[src/rtl/eth_rt_tx_arbiter_if.sv]
// Transmit-path arbitration bundle: requester levels, one-hot grant, engine start/select and engine busy.
interface eth_rt_tx_arbiter_if #(
    parameter int NUM_REQ = 3
);
    logic [NUM_REQ-1:0] req;
    logic [NUM_REQ-1:0] grant;
    logic               txStart;
    logic [1:0]         txSel;
    logic               txBusy;

    modport master (output req, output txBusy, input grant, input txStart, input txSel);
    modport slave  (input req, input txBusy, output grant, output txStart, output txSel);
endinterface

[src/rtl/eth_rt_tx_arbiter.sv]
// Real-time Ethernet TX arbiter: fixed priority for index 0, round-robin for 1..NUM_REQ-1, IPG and stall timeouts.
// Optional ETH_ARB_STATS_EN adds per-requester grant counters and a BUSY-length high-water mark.
module eth_rt_tx_arbiter #(
    parameter int NUM_REQ       = 3,
    parameter int IPG_CLKS      = 12,
    parameter int START_TIMEOUT = 16,
    parameter int MAX_BUSY      = 4000
) (
    input  logic                clk,
    input  logic                reset,
    eth_rt_tx_arbiter_if.slave  arb,
    input  logic                clearErrors,
    output logic                arbError,
    input  logic [15:0]         reg_raddr,
    output logic [31:0]         reg_rdata
);
    typedef enum logic [1:0] {IDLE = 2'd0, START = 2'd1, BUSY = 2'd2, GAP = 2'd3} state_t;

    localparam logic [1:0]  LAST_IDX    = 2'(NUM_REQ - 1);
    localparam logic [15:0] START_LIMIT = 16'(START_TIMEOUT - 1);
    localparam logic [15:0] BUSY_LIMIT  = 16'(MAX_BUSY - 1);
    localparam logic [15:0] IPG_LIMIT   = 16'(IPG_CLKS - 1);

    state_t             state_reg;
    logic [NUM_REQ-1:0] grant_reg;
    logic               tx_start_reg;
    logic [1:0]         tx_sel_reg;
    logic [1:0]         last_idx_reg;
    logic [15:0]        cnt_reg;
    logic               start_timeout_reg;
    logic               busy_timeout_reg;

    logic [3:0]         req_pad;
    logic [3:0]         grant_pad;
    logic [1:0]         winner;
    logic               winner_valid;
    logic [NUM_REQ-1:0] winner_onehot;
    logic               unused_raddr;

    assign req_pad      = 4'(arb.req);
    assign grant_pad    = 4'(grant_reg);
    assign unused_raddr = ^reg_raddr[15:8];

    // Index 0 pre-empts; otherwise scan from lastIdx+1, wrapping back to 1 (never to 0).
    always_comb begin
        logic [1:0] idx;
        idx          = last_idx_reg;
        winner       = 2'd0;
        winner_valid = 1'b0;
        if (req_pad[0]) begin
            winner_valid = 1'b1;
        end else begin
            for (int k = 1; k < NUM_REQ; k++) begin
                idx = (idx >= LAST_IDX) ? 2'd1 : idx + 2'd1;
                if (req_pad[idx] && !winner_valid) begin
                    winner       = idx;
                    winner_valid = 1'b1;
                end
            end
        end
    end

    for (genvar gi = 0; gi < NUM_REQ; gi++) begin : g_onehot
        assign winner_onehot[gi] = (winner == 2'(gi));
    end

    always_ff @(posedge clk or negedge reset) begin
        if (!reset) begin
            state_reg         <= IDLE;
            grant_reg         <= '0;
            tx_start_reg      <= 1'b0;
            tx_sel_reg        <= 2'd0;
            last_idx_reg      <= LAST_IDX;
            cnt_reg           <= 16'd0;
            start_timeout_reg <= 1'b0;
            busy_timeout_reg  <= 1'b0;
        end else begin
            // Clear first so a timeout set in the same cycle overrides it.
            if (clearErrors) begin
                start_timeout_reg <= 1'b0;
                busy_timeout_reg  <= 1'b0;
            end
            case (state_reg)
                IDLE: begin
                    if (winner_valid) begin
                        grant_reg    <= winner_onehot;
                        tx_sel_reg   <= winner;
                        tx_start_reg <= 1'b1;
                        cnt_reg      <= 16'd0;
                        state_reg    <= START;
                        if (winner != 2'd0) last_idx_reg <= winner;
                    end
                end
                START: begin
                    tx_start_reg <= 1'b0;
                    cnt_reg      <= cnt_reg + 16'd1;
                    if (arb.txBusy) begin
                        cnt_reg   <= 16'd0;
                        state_reg <= BUSY;
                    end else if (cnt_reg == START_LIMIT) begin
                        start_timeout_reg <= 1'b1;
                        grant_reg         <= '0;
                        cnt_reg           <= 16'd0;
                        state_reg         <= GAP;
                    end
                end
                BUSY: begin
                    cnt_reg <= cnt_reg + 16'd1;
                    if (!arb.txBusy) begin
                        grant_reg <= '0;
                        cnt_reg   <= 16'd0;
                        state_reg <= GAP;
                    end else if (cnt_reg == BUSY_LIMIT) begin
                        busy_timeout_reg <= 1'b1;
                        grant_reg        <= '0;
                        cnt_reg          <= 16'd0;
                        state_reg        <= GAP;
                    end
                end
                GAP: begin
                    // A stalled engine keeps the gap counter pinned until it finally drops busy.
                    if (arb.txBusy) begin
                        cnt_reg <= 16'd0;
                    end else if (cnt_reg == IPG_LIMIT) begin
                        cnt_reg   <= 16'd0;
                        state_reg <= IDLE;
                    end else begin
                        cnt_reg <= cnt_reg + 16'd1;
                    end
                end
                default: state_reg <= IDLE;
            endcase
        end
    end

    assign arb.grant   = grant_reg;
    assign arb.txStart = tx_start_reg;
    assign arb.txSel   = tx_sel_reg;
    assign arbError    = start_timeout_reg | busy_timeout_reg;

`ifdef ETH_ARB_STATS_EN
    logic [NUM_REQ-1:0][15:0] grant_cnt_reg;
    logic [NUM_REQ-1:0][15:0] grant_cnt_next;
    logic [15:0]              max_busy_reg;
    logic [15:0]              max_busy_next;
    logic [15:0]              max_busy_base;
    logic [15:0]              busy_len;
    logic                     busy_exit;
    logic                     grant_event;

    assign grant_event   = (state_reg == IDLE) && winner_valid;
    assign busy_len      = cnt_reg + 16'd1;
    assign busy_exit     = (state_reg == BUSY) && (!arb.txBusy || (cnt_reg == BUSY_LIMIT));
    assign max_busy_base = clearErrors ? 16'd0 : max_busy_reg;
    assign max_busy_next = (busy_exit && (busy_len > max_busy_base)) ? busy_len : max_busy_base;

    for (genvar gi = 0; gi < NUM_REQ; gi++) begin : g_grant_cnt
        assign grant_cnt_next[gi] = (clearErrors ? 16'd0 : grant_cnt_reg[gi])
                                  + {15'd0, grant_event & winner_onehot[gi]};
    end

    always_ff @(posedge clk or negedge reset) begin
        if (!reset) begin
            grant_cnt_reg <= '0;
            max_busy_reg  <= 16'd0;
        end else begin
            grant_cnt_reg <= grant_cnt_next;
            max_busy_reg  <= max_busy_next;
        end
    end
`endif

    always_comb begin
        reg_rdata = 32'd0;
        if (reg_raddr[7:4] == 4'hb) begin
            if (reg_raddr[3:0] == 4'd0) begin
                reg_rdata = {16'd0, last_idx_reg, state_reg, 2'd0,
                             busy_timeout_reg, start_timeout_reg, 4'd0, grant_pad};
            end
`ifdef ETH_ARB_STATS_EN
            for (int i = 0; i < NUM_REQ; i++) begin
                if (reg_raddr[3:0] == 4'(i + 1)) reg_rdata = {16'd0, grant_cnt_reg[i]};
            end
            if (reg_raddr[3:0] == 4'd7) reg_rdata = {16'd0, max_busy_reg};
`endif
        end
    end
endmodule

[src/flat_wrapper.sv]
// flat-port wrapper written by rule: the top's interface ports become plain ports
module eth_rt_tx_arbiter_flat 
#(
    parameter int NUM_REQ       = 3,
    parameter int IPG_CLKS      = 12,
    parameter int START_TIMEOUT = 16,
    parameter int MAX_BUSY      = 4000
)
  (clk, reset, clearErrors, arbError, reg_raddr, reg_rdata, arb_req, arb_txBusy, arb_grant, arb_txStart, arb_txSel);
  eth_rt_tx_arbiter_if #(.NUM_REQ(NUM_REQ)) arb_i ();
  input  logic clk;
  input  logic reset;
  input  logic clearErrors;
  output logic arbError;
  input  logic [15:0] reg_raddr;
  output logic [31:0] reg_rdata;
  input wire logic [$bits(arb_i.req)-1:0] arb_req;
  input wire logic [$bits(arb_i.txBusy)-1:0] arb_txBusy;
  output wire logic [$bits(arb_i.grant)-1:0] arb_grant;
  output wire logic [$bits(arb_i.txStart)-1:0] arb_txStart;
  output wire logic [$bits(arb_i.txSel)-1:0] arb_txSel;
  assign arb_i.req = arb_req;
  assign arb_i.txBusy = arb_txBusy;
  assign arb_grant = arb_i.grant;
  assign arb_txStart = arb_i.txStart;
  assign arb_txSel = arb_i.txSel;
  eth_rt_tx_arbiter #(.NUM_REQ(NUM_REQ), .IPG_CLKS(IPG_CLKS), .START_TIMEOUT(START_TIMEOUT), .MAX_BUSY(MAX_BUSY)) u_core (.clk(clk), .reset(reset), .arb(arb_i), .clearErrors(clearErrors), .arbError(arbError), .reg_raddr(reg_raddr), .reg_rdata(reg_rdata));
endmodule
[config.mk]
export PLATFORM = sky130hd
export DESIGN_NAME = eth_rt_tx_arbiter_flat
export DESIGN_NICKNAME = d
export VERILOG_FILES = /design/src/rtl/eth_rt_tx_arbiter_if.sv /design/src/rtl/eth_rt_tx_arbiter.sv /design/src/flat_wrapper.sv
export SDC_FILE = /design/constraint.sdc
export NUM_CORES = 1
export LEC_CHECK = 0
export CORE_UTILIZATION = 42
export DETAILED_ROUTE_END_ITERATION = 10
export PLACE_DENSITY = 0.8
export SLEW_MARGIN = 40
export SYNTH_ARGS = -nofsm -noshare
export SYNTH_HDL_FRONTEND = slang
export SYNTH_SLANG_ARGS = --single-unit
[constraint.sdc]
create_clock -name clk -period 2.3 [get_ports clk]
set_input_delay 0.69 -clock clk [delete_from_list [all_inputs] [get_ports clk]]
set_output_delay 0.69 -clock clk [all_outputs]
set_load 0.01 [all_outputs]
==> flow_summary_export.csv <==
group,metric,value,unit
run_status,outcome,"complete, but fails checks",
run_status,violations,"negative setup slack",
timing,skew,12.5,ps
power_and_ir_drop,power,2.02,mW
yosys,synthCells,228,
placement,place_hpwl,3250,um
die,die_y,69.9,um
drt,drc,0,
yosys,yosysUniqueCellTypes,49,
power_and_ir_drop,swShare,0.390,
clock_network,cts_root_buffer,"clkbuf_8",
drt,wirelength,4470,um
power_and_ir_drop,peakVddDrop,0.499,mV
timing,post-route-period-util,1.06,
clock_network,htreeDepth,1,
placement,dpl_worst_slack,-912,ps
yosys,synth_warnings,0,
power_and_ir_drop,intPower,1.23,mW
yosys,synth_edf_count,0,
power_and_ir_drop,p_switching,786,uW
worst_setup_path,critPathArrivalTime,1750,ps
cells_and_area,drive_above_1_share,0.213,
power_and_ir_drop,powerDensity,836,nW/um^2
worst_setup_path,r2r_slack,80,ps
global_routing,grt_overflow,0,
worst_hold_path,min_delay_path_depth,1,
clock_network,cts_buffer_depth,2,
cells_and_area,diodes,0,
worst_setup_path,rr_startpoint,"u_core.cnt_reg[14]$_DFFE_PN0P_",
clock_network,cts.sinks,28,
global_routing,grt_pass1_wl,7490,um
placement,io_buffers,30,
power_and_ir_drop,power_leakage,1.07,nW
worst_hold_path,hp-start,"u_core.cnt_reg[0]$_DFFE_PN0P_",
cells_and_area,fin_util,0.551,
timing,period_needed,2440,ps
clock_network,clkTransAtPathRegs,100,ps
cells_and_area,final_common_cell,"dfrtp_1",
yosys,ys_seq_area_frac,0.363,
worst_hold_path,min_path_type,"reg2reg",
worst_setup_path,required,1610,ps
worst_setup_path,crit_path_end_kind,"output port",
worst_setup_path,path_class,"in2out",
worst_setup_path,worstPathMaxFanout,5,
cells_and_area,final_nets,306,
die,floorplan.rows,24,
drt,vias,1791,
cells_and_area,area_delta_synth_final,24.8,%
power_and_ir_drop,power_frac_seq,0.350,
global_routing,grt_util_all_layers,0.188,
die,initial_core_util,0.441,
cells_and_area,largest_register_ff_count,16,
clock_network,cts.hold.buffers_added,0,
timing,hold_viol_final,0,
die,core-area,4380,um^2
die,die_w,69.9,um
timing,max_clock_freq,0.410,GHz
clock_network,insertion_delay,280,ps
placement,dpl_cell_area,2340,um^2
timing,finalSetupTns,-926,ps
die,io_pins,62,
placement,globalplace.congestion,0.813,
cells_and_area,final_area,2410,um^2
drt,vias_per_cell,5.44,
yosys,synth_flop_cell,"dfrtp_1",
global_routing,first_global_vias,1674,
worst_setup_path,r2r-end,"u_core.cnt_reg[2]$_DFFE_PN0P_",
global_routing,antenna_found_initial,0,
drt,drtIter0Drc,86,
yosys,async_reset_ff_frac,1.00,
timing,setup_viol,9,
drt,postRouteAntennaNets,0,
clock_network,cts_buffers,3,
cells_and_area,final_cell_mix,"dfrtp_1 (26), nand2_1 (24), conb_1 (23)",
worst_hold_path,hold_path_end,"u_core.cnt_reg[0]$_DFFE_PN0P_",
die,dieArea,4880,um^2
power_and_ir_drop,comb_power_share,0.509,
yosys,synth_area,1930,um^2
drt,wire_per_inst,13.6,um
drt,dr.pass1.iters,4,
global_routing,grt_max_degree,29,
power_and_ir_drop,power_frac_clock,0.141,
yosys,syn_area_per_cell,8.48,um^2
clock_network,cts_tree,"built",
timing,drv_slew,0,
timing,rsz0062_at_grt,"true",
worst_setup_path,cp-start-kind,"input pin",
worst_setup_path,r2r_cells,6,
timing,worst_slack,-137,ps
run,drv_cap,0,
yosys,synth_seq_cells,28,
[cell usage after synthesis (6+ instances only)]
cell type  instances  area (um^2)
nor2_1             9         33.8
clkbuf_1           7         26.3
nand2_1           24         90.1
o21ai_0            6         30.0
o21ai_1           13         65.1
o22ai_1           10         62.6
dfrtp_1           27          676
nor3_1            17         85.1
buf_4             23          173
inv_1             11         41.3
nand4_1            6         37.5
[per-stage QoR]
step | hold slack (ps) | std cells
floorplan | 394 | 250
CTS | 537 | 327
global route | 548 | 329
finish | 530 | 329
detailed placement | 514 | 322
global placement | 498 | 322
[worst max-delay path, stage by stage]
cell and delay, ps:
buf_6 90, or4_4 570, buf_4 160, nor3_2 90, buf_2 150
[cell type report]
class	count	area, um^2
clock buffers	4	45.0
fillers	408	1970
inverters	11	41.3
multi-input cells	180	1110
flip-flops and latches	28	703
well taps	52	65.1
repair buffers	54	448
[metal layers]
metal  part of all wire  up-vias  GRT usage
li1                   -      872          -
met1               0.43      844      0.233
met2               0.49       69      0.328
met3              0.072        6     0.0491
met4             0.0094        0     0.0400
met5                  0        -          0
[worst max path at each step]
stage / from / endpoint / slack (ps) / depth (start not counted)
floorplan: reg_raddr[1] / reg_rdata[0] / 60 / 3
global placement: reg_raddr[1] / reg_rdata[14] / -860 / 5
detailed placement: reg_raddr[1] / reg_rdata[1] / -910 / 5
CTS: reg_raddr[3] / reg_rdata[1] / -160 / 5
global route: reg_raddr[1] / reg_rdata[14] / -180 / 5
finish: reg_raddr[1] / reg_rdata[13] / -140 / 5
[timing repair]
item | CTS | global route
gates cloned | 0 | 1
gates resized for setup | 55 | 14
endpoints found under the setup margin | 9 | 25
pin swaps | 8 | 5
buffers inserted | 1 | 1
[power groups by stage]
| stage | clock [mW] | sequential, mW | combinational [mW] |
|---|---|---|---|
| floorplan | 0 | 0.711 | 0.623 |
| CTS | 0.291 | 0.704 | 0.972 |
| global route | 0.307 | 0.729 | 1.14 |
| global placement | 0 | 0.705 | 0.945 |
| finish | 0.284 | 0.707 | 1.03 |
| detailed placement | 0 | 0.714 | 0.972 |
[cells by family (layout without fill, tap and decap cells)]
family                     count (synthesis)  count (layout)  synth area share
and+or+nand+nor                           97              97             0.272
DFF                                       28              28             0.363
xor gates and xnor gates                   2               2           0.00906
AOI/OAI and AO/OA                         46              46             0.154
muxes                                      7               7            0.0407
other                                      1              23           0.00194
buffers and inverters                     42              69             0.127
adders and majority gates                  5               5            0.0323
No activity file was read; power rests on OpenSTA's default activity.
